## config.mk

```make
export PLATFORM = sky130hd
export DESIGN_NAME = game_flow_control
export DESIGN_NICKNAME = d
export VERILOG_FILES = /design/src/rtl/game_flow_control.sv
export SDC_FILE = /design/constraint.sdc
export NUM_CORES = 1
export LEC_CHECK = 0
export CAP_MARGIN = 20
export CORE_MARGIN = 2
export CORE_UTILIZATION = 60
export DETAILED_ROUTE_END_ITERATION = 8
export PLACE_DENSITY = 0.88
export SYNTH_ARGS = -nofsm -noshare
export SYNTH_HDL_FRONTEND = slang
export SYNTH_SLANG_ARGS = --single-unit
```

## constraint.sdc

```tcl
create_clock -name clk -period 8.7 [get_ports clk]
set_input_delay 1.74 -clock clk [delete_from_list [all_inputs] [get_ports clk]]
set_output_delay 1.74 -clock clk [all_outputs]
set_load 0.01 [all_outputs]
```

## src/rtl/game_flow_control.sv

```systemverilog
// game_flow_control: main-screen game FSM handling score, lives, levels, pause,
// the timed ball-lost and level-up sequences, and game over.
module game_flow_control #(
    parameter int SCORE_WIDTH      = 16,
    parameter int LIFE_WIDTH       = 4,
    parameter int INIT_LIVES       = 3,
    parameter int MAX_LIVES        = 9,
    parameter int LEVELS           = 4,
    parameter int LEVEL_SCORE_STEP = 100,
    parameter int GOOD_POINTS      = 10,
    parameter int BAD_POINTS       = 5,
    parameter int LOST_FRAMES      = 60,
    parameter int LEVELUP_FRAMES   = 30
) (
    input  logic                        clk,
    input  logic                        reset,
    input  logic                        startOfFrame,
    input  logic                        start,
    input  logic                        pauseKey,
    input  logic                        collisionBallObstacleGood,
    input  logic                        collisionBallObstacleBad,
    input  logic                        collisionBallCredit,
    input  logic                        collisionBallBottom,
    output logic                        pause,
    output logic                        reset_level,
    output logic                        reset_level_pulse,
    output logic [SCORE_WIDTH-1:0]      score,
    output logic [LIFE_WIDTH-1:0]       life,
    output logic [$clog2(LEVELS)-1:0]   level,
    output logic                        gameOver
);
    localparam int LW = $clog2(LEVELS);
    localparam int SW = SCORE_WIDTH + 2;
    localparam int FW = $clog2((LOST_FRAMES > LEVELUP_FRAMES ? LOST_FRAMES : LEVELUP_FRAMES) + 1);

    typedef enum logic [2:0] {IDLE, PLAY, PAUSED, LOST, LEVELUP, OVER} state_t;
    state_t state, nextState;

    logic [6:0] inRaw, inPrev, inEdge;
    logic evFrame, evStart, evPause, evGood, evBad, evCredit, evBottom;
    logic [FW-1:0] frameCnt, frameNext;
    logic [SCORE_WIDTH-1:0] scoreNext;
    logic [LIFE_WIDTH-1:0] lifeNext;
    logic [LW-1:0] levelNext;
    logic pulseNext, levelUpDue;
    logic signed [SW-1:0] mult, delta, sum;

    assign inRaw = {startOfFrame, start, pauseKey, collisionBallObstacleGood,
                    collisionBallObstacleBad, collisionBallCredit, collisionBallBottom};
    assign {evFrame, evStart, evPause, evGood, evBad, evCredit, evBottom} = inEdge;

    always_comb begin
        nextState  = state;
        scoreNext  = score;
        lifeNext   = life;
        levelNext  = level;
        pulseNext  = 1'b0;
        frameNext  = (evFrame && (state == LOST || state == LEVELUP)) ? frameCnt + FW'(1) : frameCnt;
        mult       = SW'({1'b0, level}) + SW'(1);
        delta      = (evGood ? SW'(GOOD_POINTS) * mult : '0) - (evBad ? SW'(BAD_POINTS) * mult : '0);
        sum        = $signed({2'b00, score}) + delta;
        levelUpDue = 32'(score) >= (32'(level) + 1) * LEVEL_SCORE_STEP && 32'(level) < LEVELS - 1;
        case (state)
            IDLE, OVER: if (evStart) begin
                nextState = PLAY;
                scoreNext = '0;
                lifeNext  = LIFE_WIDTH'(INIT_LIVES);
                levelNext = '0;
                pulseNext = 1'b1;
            end
            PLAY: if (evBottom) begin
                lifeNext  = (life == '0) ? life : life - LIFE_WIDTH'(1);
                nextState = LOST;
            end else begin
                // sign bit means underflow, bit SCORE_WIDTH means overflow
                scoreNext = sum[SW-1] ? '0 : sum[SCORE_WIDTH] ? '1 : sum[SCORE_WIDTH-1:0];
                if (evCredit && life < LIFE_WIDTH'(MAX_LIVES)) lifeNext = life + LIFE_WIDTH'(1);
                if (evPause) nextState = PAUSED;
                else if (levelUpDue) nextState = LEVELUP;
            end
            PAUSED: if (evPause) nextState = PLAY;
            LOST: if (evFrame && frameCnt == FW'(LOST_FRAMES - 1)) begin
                nextState = (life == '0) ? OVER : PLAY;
                pulseNext = life != '0;
            end
            LEVELUP: if (evFrame && frameCnt == FW'(LEVELUP_FRAMES - 1)) begin
                nextState = PLAY;
                levelNext = level + LW'(1);
                pulseNext = 1'b1;
            end
            default: nextState = IDLE;
        endcase
        if (nextState != state) frameNext = '0;
    end

    always_ff @(posedge clk) begin
        if (reset) begin
            state             <= IDLE;
            inPrev            <= '0;
            inEdge            <= '0;
            frameCnt          <= '0;
            score             <= '0;
            life              <= LIFE_WIDTH'(INIT_LIVES);
            level             <= '0;
            reset_level_pulse <= 1'b0;
            pause             <= 1'b1;
            reset_level       <= 1'b1;
            gameOver          <= 1'b0;
        end else begin
            state             <= nextState;
            inPrev            <= inRaw;
            inEdge            <= inRaw & ~inPrev;
            frameCnt          <= frameNext;
            score             <= scoreNext;
            life              <= lifeNext;
            level             <= levelNext;
            reset_level_pulse <= pulseNext;
            pause             <= nextState != PLAY;
            reset_level       <= !(nextState == PLAY || nextState == PAUSED);
            gameOver          <= nextState == OVER;
        end
    end
endmodule

```

-- After elaboration in Yosys (flattened, before gate mapping)
Cells that the tools add are included.
- register bits: 49
- input port bits: 9
- output and inout bits: 26
- logic and storage cells: 90
- $add $sub $neg: 8
- multiply operators: 3
- order comparisons: 3
- eq/ne operators: 17
- mux-type cells: 28
- bitwise logic cells: 2
- reduce and logical (&&, ||, !) cells: 18
- operator list (kind ; number):
    $mux 16 ; 4
    $pmux 16 s2 ; 1
    $mux 3 ; 8
    $add 17x8->18 ; 1
    $ge 16x10->1 ; 1
    $mux 4 ; 4
    $pmux 3 s5 ; 1
    $mul 3x3->6 const A ; 2
    $eq 3x2->1 const B ; 3
    $eq 3x3->1 const B ; 3
    $mul 3x5->8 const B ; 1
    $pmux 4 s2 ; 1
    $sub 7x6->8 ; 1
    $and 7x7->7 ; 1
    $mux 7 ; 1
    $not 7->7 ; 1
    $add 2x1->3 const B ; 2
    $add 6x1->6 const B ; 1
    $eq 3x1->1 const B ; 2
    $eq 6x5->1 const B ; 1
    $eq 6x6->1 const B ; 1
    $mux 6 ; 1
    $ne 3x3->1 const B ; 2
    $reduce_and 3->1 ; 2
    other kinds (22) ; 33

-- Depth between registers and ports, before layout
- depth after elaboration: 11
- mapped depth: 20
- mapped depth without buffers: 18

-- Least setup slack after synthesis
No wires, ideal clock.
- path kind: register to register
- from: register level[0]
- to: register score[10]
- setup time: 0.122 ns
- data arrival time: 4.753 ns
- data required time: 8.578 ns
- slack: 3.826 ns
- cell stages (with the launch flop): 21
- buffers on the path: 2
- period minus slack after synthesis: 4.874 ns
- cell sequence: dfxtp_1 -> inv_2 -> ha_1 -> clkbuf_1 -> and2_1 -> ha_1 -> a21oi_1 -> o21ai_1 -> a211o_1 -> a21o_1 -> inv_1 -> ha_1 -> o21ai_2 -> a221oi_2 -> a2111oi_2 -> o41ai_2 -> nand2_1 -> and3_4 -> o31a_4 -> buf_6 -> a221o_1
- cells in the longest elaborated chain, start to end: 9
- elaborated cells between the ends (all ways): 11
- those cells by class: add/sub (3); mul (2); mux (6)
- ends and longest elaborated chain (what ; RTL line ; RTL):
    start, declared ; 29 ; output logic [$clog2(LEVELS)-1:0] level,
    start signal, assigned ; 116 ; level <= levelNext;
    $add 2x1->3 * ; 59 ; mult = SW'({1'b0, level}) + SW'(1);
    $mul 3x3->6 ; 60 ; delta = (evGood ? SW'(GOOD_POINTS) * mult : '0) - (evBad ? SW'(BAD_POINTS) * mult : '0);
    $mux 6 or $mux 7 (tied branches) ; 60 ;
    $sub 7x6->8 * ; 60 ;
    $add 17x8->18 * ; 61 ; sum = $signed({2'b00, score}) + delta;
    $mux 16 ; 76 ; scoreNext = sum[SW-1] ? '0 : sum[SCORE_WIDTH] ? '1 : sum[SCORE_WIDTH-1:0];
    $mux 16 * ; 76 ;
    $mux 16 * ; 71 ; PLAY: if (evBottom) begin
    $pmux 16 s2 * ; 63 ; case (state)
    end signal, assigned ; 114 ; score <= scoreNext;
    end, declared ; 27 ; output logic [SCORE_WIDTH-1:0] score,
Every way passes the cells marked *; elsewhere a longest branch is shown, timed or not. The select of a mux whose other input is x is not followed.
A chain may end at the register's enable or synchronous reset.

-- Final worst setup path
- from: register level[0]
- to: register score[0]
The elaborated chain is that of the path after synthesis.

==> results.py <==
metrics = {
    "status": {
        "outcome": "complete, no violations",
    },
    "setup_path": {
        "reg2reg_from": "level[0]",
        "arrival_ns": 5.52,
        "end_kind": "flop",
        "r2r_setup_slack_ns": 3.38,
        "required_ns": 8.90,
        "ff2ff_path_depth": 18,
        "worstPathMaxFanout": 16,
        "cp-start-kind": "flop",
        "crit_type": "reg2reg",
        "reg2reg_to": "score[0]",
    },
    "layout": {
        "drive_above_1_share_pct": 4.91,
        "antenna_cells": 0,
        "finalCoreUtilization_pct": 70.5,
        "synthToLayoutAreaGrowth_pct": 15.0,
        "final_cell_mix": "dfxtp_1 (49), ha_1 (39), clkdlybuf4s50_1 (34)",
        "stdcell_count": 479,
        "mostFrequentLayoutCell": "dfxtp_1",
        "finalNetCount": 457,
    },
    "worst_hold_path": {
        "holdCritPathClass": "reg2reg",
        "hp-start": "inPrev[6]",
        "hold_depth": 1,
        "holdPathEnd": "inEdge[6]",
    },
    "die": {
        "initial_core_util_pct": 61.3,
        "core-area_um2": 5410,
        "die_y_um": 78.3,
        "dieArea_um2": 6130,
        "fp.dieW_um": 78.3,
        "placementRows": 27,
        "ios": 35,
    },
    "synth": {
        "synth_seq_area_share_pct": 29.6,
        "synth_nets": 425,
        "ys_warn_count": 0,
        "synth_top_family_by_area": "compound AO/OA/AOI/OAI gates",
        "synth_fa_ha_area_share_pct": 16.5,
        "yosysUniqueCellTypes": 53,
        "synth_compound_area_share_pct": 23.7,
        "synth.mux.area_fraction_pct": 0,
        "ys_ff_latch": 49,
        "synthXorXnorAreaFrac_pct": 7.67,
        "syn_inst": 374,
        "synthSimpleGateAreaFrac_pct": 18.5,
        "syn_area_um2": 3310,
        "synth_ff_type": "dfxtp_1",
        "async_flop_share_pct": 0,
        "synth_edf_count": 0,
        "syn-mean-instance-area_um2": 8.86,
    },
    "global_route": {
        "grt_pass1_wl_mm": 11.9,
        "grtUsageTotal_pct": 23.9,
        "grt_max_degree": 22,
        "antenna_found_initial": 0,
        "grt_overflow": 0,
        "grt_pass1_vias": 2638,
    },
    "clocking": {
        "clk_pin_slew_worst_paths_ns": 0.09,
        "clockBufferDepth": 2,
        "clock-sinks": 49,
        "cts_resized": 0,
        "clkLatencyLatePin_ns": 0.31,
        "cts_made_buffers": 5,
        "post-cts-setup-buffers": 0,
        "root_buffer": "clkbuf_8",
        "hold_buffers": 0,
        "cts_max_level": 2,
        "tritoncts": "yes",
    },
    "pwr": {
        "power_frac_seq_pct": 40.1,
        "power_density_nw_per_um2": 174,
        "p_sw_uw": 224,
        "clkPwrFrac_pct": 24.1,
        "p_int_uw": 440,
        "power.leakage_uw": 0.00159,
        "p_comb_share_pct": 35.8,
        "vdd_drop_max_v": 0.000125,
        "sw_frac_of_total_pct": 33.8,
    },
    "timing": {
        "fin_skew_ns": 0.00457,
        "rsz0062_at_grt": "false",
        "hold_slack_ns": 0.387,
        "finalSetupViolCount": 0,
        "finalCritPeriodShare_pct": 61.2,
        "slew_viol_final": 0,
        "fmaxAchievable_mhz": 188,
        "post-route-min-period_ns": 5.32,
        "worst_pin_slew_ns": 0.788,
        "timing.slew.headroom_pct": 47.3,
        "setup_tns_ns": 0,
        "finalHoldViolCount": 0,
    },
    "routing": {
        "drt_iter0_drc": 195,
        "route.detailed.drc": 0,
        "drt-total-wl_mm": 7.00,
        "route.vias.total": 2858,
        "wl_per_cell_um": 14.6,
        "vias_per_cell": 5.97,
        "antenna_left": 0,
        "firstDrtPassIters": 4,
    },
    "placement": {
        "portBuffers": 34,
        "dpl.cell_count": 471,
        "hpwl_mm": 5.40,
        "gp_congestion": 0.869,
    },
    "run": {
        "cap_violations": 0,
    },
}
==> worst max-delay path by stage <==
stage               startpoint   endpoint  slack, ns  cells past startpoint
finish                level[0]   score[0]       3.38                     18
global route          level[0]   score[0]       3.05                     18
CTS                   level[0]   score[0]       3.45                     18
detailed placement    level[0]   score[0]       3.50                     18
global placement      level[0]  score[14]       3.74                     18
floorplan             level[0]  score[10]       3.83                     20
==> synth_stat cells, drive strengths merged (3+ instances only) <==
cell type | instances | share of area [%]
a21oi | 30 | 4.5
dfxtp | 49 | 30
a211oi | 9 | 2.0
nand4 | 3 | 0.57
xnor2 | 15 | 4.0
clkbuf | 6 | 0.68
ha | 39 | 15
nor3 | 18 | 2.7
nand2 | 22 | 2.5
o211ai | 5 | 1.3
a221o | 17 | 5.1
nor2b | 21 | 4.0
a21o | 13 | 2.9
inv | 21 | 2.4
and3 | 3 | 0.72
xor2 | 14 | 3.7
nand3b | 3 | 0.68
and2 | 4 | 0.76
o21bai | 3 | 0.68
fa | 3 | 1.8
buf | 4 | 0.87
o21ai | 11 | 1.8
nor4 | 3 | 0.57
nor2 | 23 | 2.6
nand3 | 9 | 1.4
==> cells by family (layout without fill, tap and decap cells) <==
logic type	after synthesis	count (layout)
fa+ha+maj	42	42
flops	49	49
compound gates	105	105
buf+inv	31	64
xor+xnor	29	29
simple gates	118	118
==> metrics by stage <==
step	total power [uW]	instance area (um^2)	worst slack (ns)
detailed placement	506	3700	3.50
finish	664	3810	3.38
floorplan	436	3310	3.83
global placement	501	3700	3.74
CTS	665	3810	3.45
global route	705	3810	3.05
==> per-layer routing <==
layer	GRT usage, %	vias up	routed length, um
li1	-	1437	-
met2	40.2	68	3330
met5	0	-	0
met4	5.44	0	65
met3	4.02	8	290
met1	32.2	1345	3310
==> worst max-delay path, stage by stage (launching register included) <==
cell,delay (ns)
dfxtp_1,0.51
inv_2,0.12
ha_1,0.43
and2_1,0.20
ha_1,0.34
a21oi_1,0.13
o21ai_1,0.12
a211o_1,0.38
a21o_1,0.23
inv_1,0.33
ha_1,0.30
a21oi_1,0.15
a221oi_2,0.32
a2111oi_2,0.14
o41ai_2,0.47
nand2_1,0.13
and3_4,0.19
o31a_4,0.43
a221o_1,0.29
==> state kept, by name, summed over array words and instances (netlist names) <==
signal	flops
score	16
life	4
inEdge	7
frameCnt	6
reset_level	1
inPrev	7
level	2
pause	1
reset_level_pulse	1
state	3
gameOver	1
==> power by group through the flow <==
stage,registers [uW],logic (uW),clock network (uW)
6_report,266,238,160
4_1_cts,266,236,162
5_1_grt,269,263,172
2_1_floorplan,270,166,0
3_5_place_dp,271,235,0
3_3_place_gp,271,230,0
==> area by class of cell <==
type                       count  area (um^2)
timing repair buffer          35          348
sequential                    49          981
multi-input combinational    294         2200
clock buffer                   6         72.6
fill                         403         1600
tap                           72         90.1
inverter                      21         78.8
clock inverter                 2         38.8
(Power assumes the default switching activity.)
